### src/rtl/reg_pair_unit.sv
// reg_pair_unit -- 16-bit register-pair access engine for the ATmega328p core.
//
// Executes word operations on even-aligned register pairs r(2n+1):r(2n) of the
// 32x8 general-purpose file register: word READ, ADIW, SBIW, INC, DEC, MOVW.
// The pair is read in one cycle through both file-register read ports. The
// word result is written back as two byte writes: low byte, then high byte.
//
// Optional feature macro: REG_PAIR_FLAGS_EN
//   defined   : flag_c/z/n/v are computed and held until the next done.
//   undefined : flag outputs are tied to 0 and no flag logic exists.
//
// Ports:
//   clk, rst              clock; synchronous active-high reset
//   req_valid/req_ready   request handshake. A request transfers on a rising
//                         edge where req_valid=1 and req_ready=1. req_ready is
//                         high only in IDLE. A request presented while the
//                         unit is busy is ignored, not queued.
//   req_op                0=READ 1=ADIW 2=SBIW 3=INC 4=DEC 5=MOVW 6/7=NOP
//   req_dst, req_src      destination pair and MOVW source pair index
//   req_imm               unsigned 6-bit immediate for ADIW/SBIW
//   fr_raddr_1/2          low/high byte read addresses (0 outside READ)
//   fr_rdata_1/2          combinational read data from the file register
//   fr_we/waddr/wdata     file register write port
//   done                  one-cycle pulse; result and flags are valid
//   result, flag_*        held until the next done
module reg_pair_unit (
  input  logic        clk,
  input  logic        rst,
  input  logic        req_valid,
  output logic        req_ready,
  input  logic [2:0]  req_op,
  input  logic [3:0]  req_dst,
  input  logic [3:0]  req_src,
  input  logic [5:0]  req_imm,
  output logic [4:0]  fr_raddr_1,
  output logic [4:0]  fr_raddr_2,
  input  logic [7:0]  fr_rdata_1,
  input  logic [7:0]  fr_rdata_2,
  output logic        fr_we,
  output logic [4:0]  fr_waddr,
  output logic [7:0]  fr_wdata,
  output logic        done,
  output logic [15:0] result,
  output logic        flag_c,
  output logic        flag_z,
  output logic        flag_n,
  output logic        flag_v
);

  localparam logic [2:0] OP_READ = 3'd0;
  localparam logic [2:0] OP_ADIW = 3'd1;
  localparam logic [2:0] OP_SBIW = 3'd2;
  localparam logic [2:0] OP_INC  = 3'd3;
  localparam logic [2:0] OP_DEC  = 3'd4;
  localparam logic [2:0] OP_MOVW = 3'd5;

  typedef enum logic [2:0] {
    S_IDLE  = 3'd0,
    S_READ  = 3'd1,
    S_WR_LO = 3'd2,
    S_WR_HI = 3'd3,
    S_DONE  = 3'd4
  } state_t;

  state_t      state;
  logic [2:0]  op_q;
  logic [3:0]  dst_q;
  logic [3:0]  src_q;
  logic [5:0]  imm_q;
  logic [15:0] r_q;

  logic [3:0]  rd_pair;
  logic [15:0] v;
  logic [15:0] r_next;
  logic        has_write;

  assign rd_pair   = (op_q == OP_MOVW) ? src_q : dst_q;
  assign v         = {fr_rdata_2, fr_rdata_1};
  assign has_write = (op_q >= OP_ADIW) && (op_q <= OP_MOVW);

  // Only the low 16 bits of the 17-bit sum are ever observed; carry and
  // overflow are derived from bit 15 of operand and result instead.
  always_comb begin
    r_next = v;
    case (op_q)
      OP_ADIW: r_next = v + {10'd0, imm_q};
      OP_SBIW: r_next = v - {10'd0, imm_q};
      OP_INC:  r_next = v + 16'd1;
      OP_DEC:  r_next = v - 16'd1;
      default: r_next = v;
    endcase
  end

  // Port decode from state. The write enable is also masked by rst so that a
  // reset arriving in WR_HI stops the high-byte write from landing on the
  // same edge that aborts the operation.
  always_comb begin
    fr_raddr_1 = 5'd0;
    fr_raddr_2 = 5'd0;
    fr_we      = 1'b0;
    fr_waddr   = 5'd0;
    fr_wdata   = 8'd0;
    case (state)
      S_READ: begin
        fr_raddr_1 = {rd_pair, 1'b0};
        fr_raddr_2 = {rd_pair, 1'b1};
      end
      S_WR_LO: begin
        fr_we    = ~rst;
        fr_waddr = {dst_q, 1'b0};
        fr_wdata = r_q[7:0];
      end
      S_WR_HI: begin
        fr_we    = ~rst;
        fr_waddr = {dst_q, 1'b1};
        fr_wdata = r_q[15:8];
      end
      default: ;
    endcase
  end

  assign req_ready = (state == S_IDLE);
  assign done      = (state == S_DONE);

  always_ff @(posedge clk) begin
    if (rst) begin
      state  <= S_IDLE;
      op_q   <= 3'd0;
      dst_q  <= 4'd0;
      src_q  <= 4'd0;
      imm_q  <= 6'd0;
      r_q    <= 16'd0;
      result <= 16'd0;
    end else begin
      case (state)
        S_IDLE: begin
          if (req_valid) begin
            op_q  <= req_op;
            dst_q <= req_dst;
            src_q <= req_src;
            imm_q <= req_imm;
            state <= S_READ;
          end
        end
        S_READ: begin
          r_q <= r_next;
          if (has_write) begin
            state <= S_WR_LO;
          end else begin
            // READ/NOP skip write-back; publish the result entering DONE.
            result <= r_next;
            state  <= S_DONE;
          end
        end
        S_WR_LO: state <= S_WR_HI;
        S_WR_HI: begin
          result <= r_q;
          state  <= S_DONE;
        end
        S_DONE:  state <= S_IDLE;
        default: state <= S_IDLE;
      endcase
    end
  end

`ifdef REG_PAIR_FLAGS_EN
  // Flag vector order: {c, z, n, v}.
  logic [3:0] flags_next;
  logic [3:0] flags_pend;

  always_comb begin
    flags_next    = 4'd0;
    flags_next[2] = (r_next == 16'd0);
    flags_next[1] = r_next[15];
    case (op_q)
      OP_ADIW, OP_INC: begin
        flags_next[3] = ~r_next[15] & v[15];
        flags_next[0] = ~v[15] & r_next[15];
      end
      OP_SBIW, OP_DEC: begin
        flags_next[3] = r_next[15] & ~v[15];
        flags_next[0] = v[15] & ~r_next[15];
      end
      default: ;
    endcase
  end

  always_ff @(posedge clk) begin
    if (rst) begin
      flags_pend <= 4'd0;
      {flag_c, flag_z, flag_n, flag_v} <= 4'd0;
    end else if (state == S_READ) begin
      flags_pend <= flags_next;
      if (!has_write) {flag_c, flag_z, flag_n, flag_v} <= flags_next;
    end else if (state == S_WR_HI) begin
      {flag_c, flag_z, flag_n, flag_v} <= flags_pend;
    end
  end
`else
  assign flag_c = 1'b0;
  assign flag_z = 1'b0;
  assign flag_n = 1'b0;
  assign flag_v = 1'b0;
`endif

endmodule
### config.mk
export PLATFORM = sky130hd
export DESIGN_NAME = reg_pair_unit
export DESIGN_NICKNAME = d
export VERILOG_FILES = /design/src/rtl/reg_pair_unit.sv
export SDC_FILE = /design/constraint.sdc
export NUM_CORES = 1
export LEC_CHECK = 0
export ABC_AREA = 1
export BUFFER_PORTS_ARGS = -buffer_cell sky130_fd_sc_hd__buf_2
export CORE_MARGIN = 1
export CORE_UTILIZATION = 45
export CTS_CLUSTER_DIAMETER = 150
export DETAILED_ROUTE_END_ITERATION = 16
export GPL_ROUTABILITY_DRIVEN = 1
export GPL_TIMING_DRIVEN = 0
export PLACE_DENSITY = 0.79
export SYNTH_ARGS = -nofsm -noshare
export SYNTH_HDL_FRONTEND = slang
export SYNTH_SLANG_ARGS = --single-unit
### constraint.sdc
create_clock -name clk -period 3.76 [get_ports clk]
set_input_delay 0.188 -clock clk [delete_from_list [all_inputs] [get_ports clk]]
set_output_delay 0.188 -clock clk [all_outputs]
set_load 0.005 [all_outputs]
==> results of run 1 <==
-- synth_stat cells, types with 7 or more instances --
| master | instances |
|---|---|
| o22ai_1 | 11 |
| nor2_1 | 48 |
| o21ai_0 | 39 |
| a21oi_1 | 50 |
| inv_2 | 7 |
| clkbuf_1 | 13 |
| nand3_1 | 57 |
| inv_1 | 88 |
| nand2_2 | 8 |
| ha_1 | 12 |
| dfxtp_1 | 52 |
| nand2_1 | 114 |
| buf_4 | 10 |
-- worst min-delay path, stage by stage --
cell	delay, ns
buf_2	0.09
nand3_1	0.07
a21oi_1	0.06
-- final cells by class --
type | instances | area, sq um | area share, %
Inverter | 97 | 364 | 8.72
Sequential cell | 52 | 1040 | 24.9
Tap cell | 102 | 128 | 3.06
Multi-Input combinational cell | 393 | 2030 | 48.7
Clock inverter | 2 | 12.5 | 0.300
Clock buffer | 5 | 68.8 | 1.65
Buffer | 28 | 155 | 3.71
Timing Repair Buffer | 75 | 375 | 8.99
-- per-stage QoR --
stage | cells | total power [mW]
floorplan | 570 | 1.57
global placement | 747 | 1.85
detailed placement | 747 | 1.88
CTS | 754 | 2.19
global route | 754 | 2.40
finish | 754 | 2.20
-- flip-flops by register name (all words and copies together), names as in the netlist --
signal  flops
dst_q       4
imm_q       6
op_q        3
r_q        16
result     16
src_q       4
state       3
-- how the worst max path moves through the flow --
stage                                end  slack, ns  cells after the start
finish              r_q[11]$_SDFFE_PP0P_       0.71                     23
global route        r_q[11]$_SDFFE_PP0P_       0.34                     23
CTS                 r_q[11]$_SDFFE_PP0P_       0.76                     23
detailed placement  r_q[11]$_SDFFE_PP0P_       0.77                     23
global placement    r_q[15]$_SDFFE_PP0P_       0.85                     24
floorplan           r_q[11]$_SDFFE_PP0P_       1.26                     23
-- where the power goes --
part           total [mW]  internal (mW)  switching [mW]  leakage (nW)
registers           0.686          0.637          0.0490         0.428
logic                1.20          0.418           0.785          1.74
clock network       0.312          0.127           0.186        0.0400
total                2.20           1.18            1.02          2.20
-- kinds of logic after synthesis --
logic type,after synthesis
other,1
AOI/OAI and AO/OA,128
xor gates and xnor gates,7
adders and majority gates,13
DFF,52
buffers and inverters,125
and+or+nand+nor,240
-- cell usage in the layout, fill, tap and decap left out, types with 2 or more instances in the layout --
cell type	instances
conb_1	5
nand2_2	8
nor2_2	2
inv_1	88
nand3_1	57
clkinv_1	2
nor2_1	48
buf_4	10
o22ai_1	11
nand4_1	4
nand3_2	2
a211oi_1	5
o21ai_0	39
nand2_4	3
clkbuf_8	5
xnor2_1	2
o221ai_1	6
dfxtp_1	52
xor2_1	5
a31oi_1	5
buf_2	79
inv_2	7
ha_1	12
nand2_1	114
clkbuf_1	13
o211ai_1	4
a21oi_2	2
o21ai_2	2
o21ai_1	3
a21oi_1	50
-- layer usage --
metal  part of all wire [%]  vias up  global-route usage (%)  wire length [um]
met3                    7.5       14                    5.86               753
met2                     48      181                    41.2              4790
met1                     43     1796                    31.0              4340
met5                      0        -                       0                 0
li1                       -     2007                       -                 -
met4                    1.7        0                    7.14               170
==> flow_summary.toml, run 1 <==
[status]
status = "finished clean"

[synth]
synthAdderAreaFrac_pct = 4.76
synthTopCellsByArea = "dfxtp_1 29%, nand2_1 12%, inv_1 9.2%"
ys_ff_latch = 52
yosysTopAreaCell = "dfxtp_1"
synthArstFlopShare_pct = 0
synth_top_family_by_area = "simple AND/OR/NAND/NOR gates"
synth_simple_gate_area_share_pct = 29.6
ys_warn_count = 0
synth_xor_area_share_pct = 1.71
syn_area_sq_mm = 0.00358
muxShareOfSynthArea_pct = 0
synth_compound_area_share_pct = 20.2
yosysSeqAreaShare_pct = 29.1
synth_top_area_share_pct = 29.1
synthDistinctLibCells = 34
synth_top_flop_cell = "dfxtp_1"
postSynthAreaPerCell_sq_um = 6.32
synth_edf_count = 0
synth_cells = 566

[drt]
wirelength_um = 10100
wire_per_inst_um = 13.3
drc_errors = 0
vias = 3998
dr.pass1.iters = 5
ant_nets = 0
drt_iter0_drc = 349
viasPerCell = 5.30

[sta]
final.setup.worst_slack_ns = 0.714
drv_slew = 0
skew_ns = 0.0120
finalHoldViolCount = 0
maxSlewHeadroom_pct = 59.0
max_freq_mhz = 328
period_needed_ns = 3.05
finalCritPeriodShare_pct = 81.0
setup_tns_ns = 0
worst_pin_slew_ns = 0.611
setup_viol = 0
rsz0062_at_grt = "no"
holdWs_ns = 0.142

[critical_path]
cp_max_fo = 5
path_buf_inv = 2
cp-end-kind = "register"
cpPeakStageDelay_ns = 0.38
crit_chain = "inv_1, ha_1, nand2_1, nor2_2, xor2_1, nand2_1, o21ai_0, ha_1, nand2_1, nor2_1, nand2_1, nand3_1, nand2_1, nand3_1, nand2_1, o21ai_1, nand2_1, nand2_1, nand2_1, nand3_1, nand3_1, nand2_1, inv_1"
worstPathRequired_ns = 3.97
rr_endpoint = "r_q[11]$_SDFFE_PP0P_"
rrSetupSlack_ns = 0.71
path_class = "reg -> reg"
crit_top_cell = "nand2_1"
crit_family = "simple AND/OR/NAND/NOR gates"
crit_arrival_ns = 3.25
start_kind = "register"
critPathLaunch = "imm_q[0]$_SDFFE_PP0P_"
r2r_cells = 23
worstReg2RegStart = "imm_q[0]$_SDFFE_PP0P_"
cpMaxStageDelayCell = "ha_1"

[global_routing]
grt_pass1_wl_um = 16400
overflow = 0
antenna_found_initial = 0
grt_pass1_vias = 3623
grt_max_degree = 16
grt_usage_pct = 24.5

[cells_and_area]
final_util_pct = 54.0
finalNetCount = 701
stdcell_area_sq_mm = 0.00418
antennaDiodeCount = 0
fillers = 780
area_growth_syn_to_layout_pct = 16.8
drive_above_1_share_pct = 19.0

[pwr]
p_per_area_mw_per_mm2 = 527
leakagePower_nw = 2.20
vdd_drop_max_mv = 0.217

[placed_design]
dp_slack_ns = 0.772
routabilityCongestion = 0.878
port-buffer-count = 75
dp_hpwl_um = 8050
place_area_sq_mm = 0.00410

[clocking]
cts_setup_buffers = 0
cts.sinks = 52
cts_root_buf = "clkbuf_8"
clkLatencyLatePin_ns = 0.31
holdBufCountCts = 0
cts-buffers-inserted = 5
cts_htree_levels = 2
clk_path_buf_depth = 2
cts_tree = "built"
clk_pin_slew_ns = 0.09
cts_resized = 0

[floorplanning]
die_w_um = 91.2
start_util_pct = 46.3
rows = 32
die_area_sq_mm = 0.00831
num_io_pins = 82
coreArea_sq_mm = 0.00773
die_h_um = 91.2

[hold_path]
hold_class = "in -> reg"
min_path_cells = 3
holdPathEnd = "src_q[2]$_SDFFE_PP0P_"
hold_start = "req_src[2]"

[run]
cap_violations = 0
Note: power is estimated with default switching activity, not from simulation.
==> run 2: changes to the inputs <==
==> constraint.sdc (replaced) <==
create_clock -name clk -period 3.2 [get_ports clk]
set_input_delay 0.16 -clock clk [delete_from_list [all_inputs] [get_ports clk]]
set_output_delay 0.16 -clock clk [all_outputs]
set_load 0.005 [all_outputs]
==> flow_summary.toml, run 2 (synthesized netlist as in run 1, its figures left out) <==
[cells_and_area]
final_common_cell = "nand2_1"
fillers = 780
final_util_pct = 54.4
finalNetCount = 702
stdcell_area_sq_mm = 0.00420
antennaDiodeCount = 0
reg_top3 = "r_q: 16 flops, result: 16 flops, imm_q: 6 flops"
area_growth_syn_to_layout_pct = 17.5
finalNonFillerCells = 755
final_cell_mix = "112 x nand2_1, 87 x inv_1, 79 x buf_2"
drive_above_1_share_pct = 20.1

[sta]
finalCritPeriodShare_pct = 89.8
finalHoldViolCount = 0
holdWs_ns = 0.114
drv_slew = 0
setup_viol = 0
worst_pin_slew_ns = 0.592
max_freq_mhz = 348
final.setup.worst_slack_ns = 0.328
setup_tns_ns = 0
maxSlewHeadroom_pct = 60.3
skew_ns = 0.0118
period_needed_ns = 2.87

[clocking]
clk_path_buf_depth = 2
clkLatencyLatePin_ns = 0.31
cts_tree = "built"
cts.sinks = 52
cts_root_buf = "clkbuf_8"
cts-buffers-inserted = 5
clk_pin_slew_ns = 0.09
cts_htree_levels = 2
holdBufCountCts = 0

[floorplanning]
num_io_pins = 82
rows = 32
coreArea_sq_mm = 0.00773
die_h_um = 91.2
start_util_pct = 46.3
die_w_um = 91.2
die_area_sq_mm = 0.00831

[pwr]
leakagePower_nw = 2.22
p_per_area_mw_per_mm2 = 622
vdd_drop_max_mv = 0.255
finalPower_mw = 2.62

[critical_path]
path_class = "reg -> reg"
crit_chain = "inv_2, ha_1, nand2_1, nor2_4, xor2_1, nand2_1, o21ai_0, ha_1, nand2_2, nor2_1, nand2_1, nand3_2, nand2_1, nand3_1, nand2_2, o21ai_2, nand2_1, nand2_1, nand2_1, nand3_1, nand3_1, nand2_1, inv_1"
critPathLaunch = "imm_q[0]$_SDFFE_PP0P_"
cp_max_fo = 5
crit_top_cell = "nand2_1"
worstReg2RegStart = "imm_q[0]$_SDFFE_PP0P_"
crit_arrival_ns = 3.08
cpMaxStageDelayCell = "ha_1"
worstPathRequired_ns = 3.41
cpPeakStageDelay_ns = 0.38
start_kind = "register"
cp-end-kind = "register"

[drt]
vias = 3998
wire_per_inst_um = 13.4
dr.pass1.iters = 6
drc_errors = 0
viasPerCell = 5.30
ant_nets = 0
drt_iter0_drc = 373
wirelength_um = 10100

[global_routing]
grt_pass1_wl_um = 16400
overflow = 0
grt_pass1_vias = 3623
antenna_found_initial = 0
grt_max_degree = 16
grt_usage_pct = 24.5

[placed_design]
dp_slack_ns = 0.212
dp_hpwl_um = 8050
dpl.cell_count = 747
port-buffer-count = 75
routabilityCongestion = 0.878
place_area_sq_mm = 0.00410

[status]
status = "finished clean"

[run]
cap_violations = 0

[hold_path]
hold_start = "req_src[2]"
hold_class = "in -> reg"
-- run 2: routing by layer --
metal	GRT usage (%)	wire length, um	vias to the layer above
li1	-	-	2002
met1	31.0	4310	1802
met2	41.2	4770	176
met3	5.86	818	18
met4	7.14	191	0
met5	0	0	-
-- run 2: where the power goes --
| group | internal (mW) | switching, mW | leakage, nW | total (mW) |
|---|---|---|---|---|
| Combinational | 0.506 | 0.934 | 1.75 | 1.44 |
| Clock | 0.149 | 0.218 | 0.0400 | 0.367 |
| Sequential | 0.749 | 0.0585 | 0.428 | 0.808 |
-- run 2: path summary, 6_finish.rpt --
kind                           endpoint  cells past startpoint  slack, ns
setup / recovery   r_q[11]$_SDFFE_PP0P_                     23       0.33
hold / removal    src_q[2]$_SDFFE_PP0P_                      3       0.11
hold reg to reg   src_q[3]$_SDFFE_PP0P_                      2       0.47
setup reg to reg   r_q[11]$_SDFFE_PP0P_                     23       0.33
-- run 2: layout make-up --
class	count	area, sq um	area share [%]
Multi-Input combinational cell	393	2050	48.8
Sequential cell	52	1040	24.8
Timing Repair Buffer	76	383	9.11
Inverter	97	364	8.66
Buffer	28	155	3.69
Tap cell	102	128	3.04
Clock buffer	5	68.8	1.64
Clock inverter	2	12.5	0.298
-- run 2: worst max-delay path, delay by kind of cell, from the launching register on --
family | cells | cell delay [ns]
simple gates | 16 | 1.40
fa+ha+maj | 2 | 0.58
flops | 1 | 0.35
compound gates | 2 | 0.22
xor+xnor | 1 | 0.14
buf+inv | 2 | 0.10
-- run 2: what timing repair did --
| action | CTS | global route |
|---|---|---|
| setup endpoints to repair | 0 | 8 |
| resized for setup | 0 | 7 |
| buffers inserted | 0 | 1 |
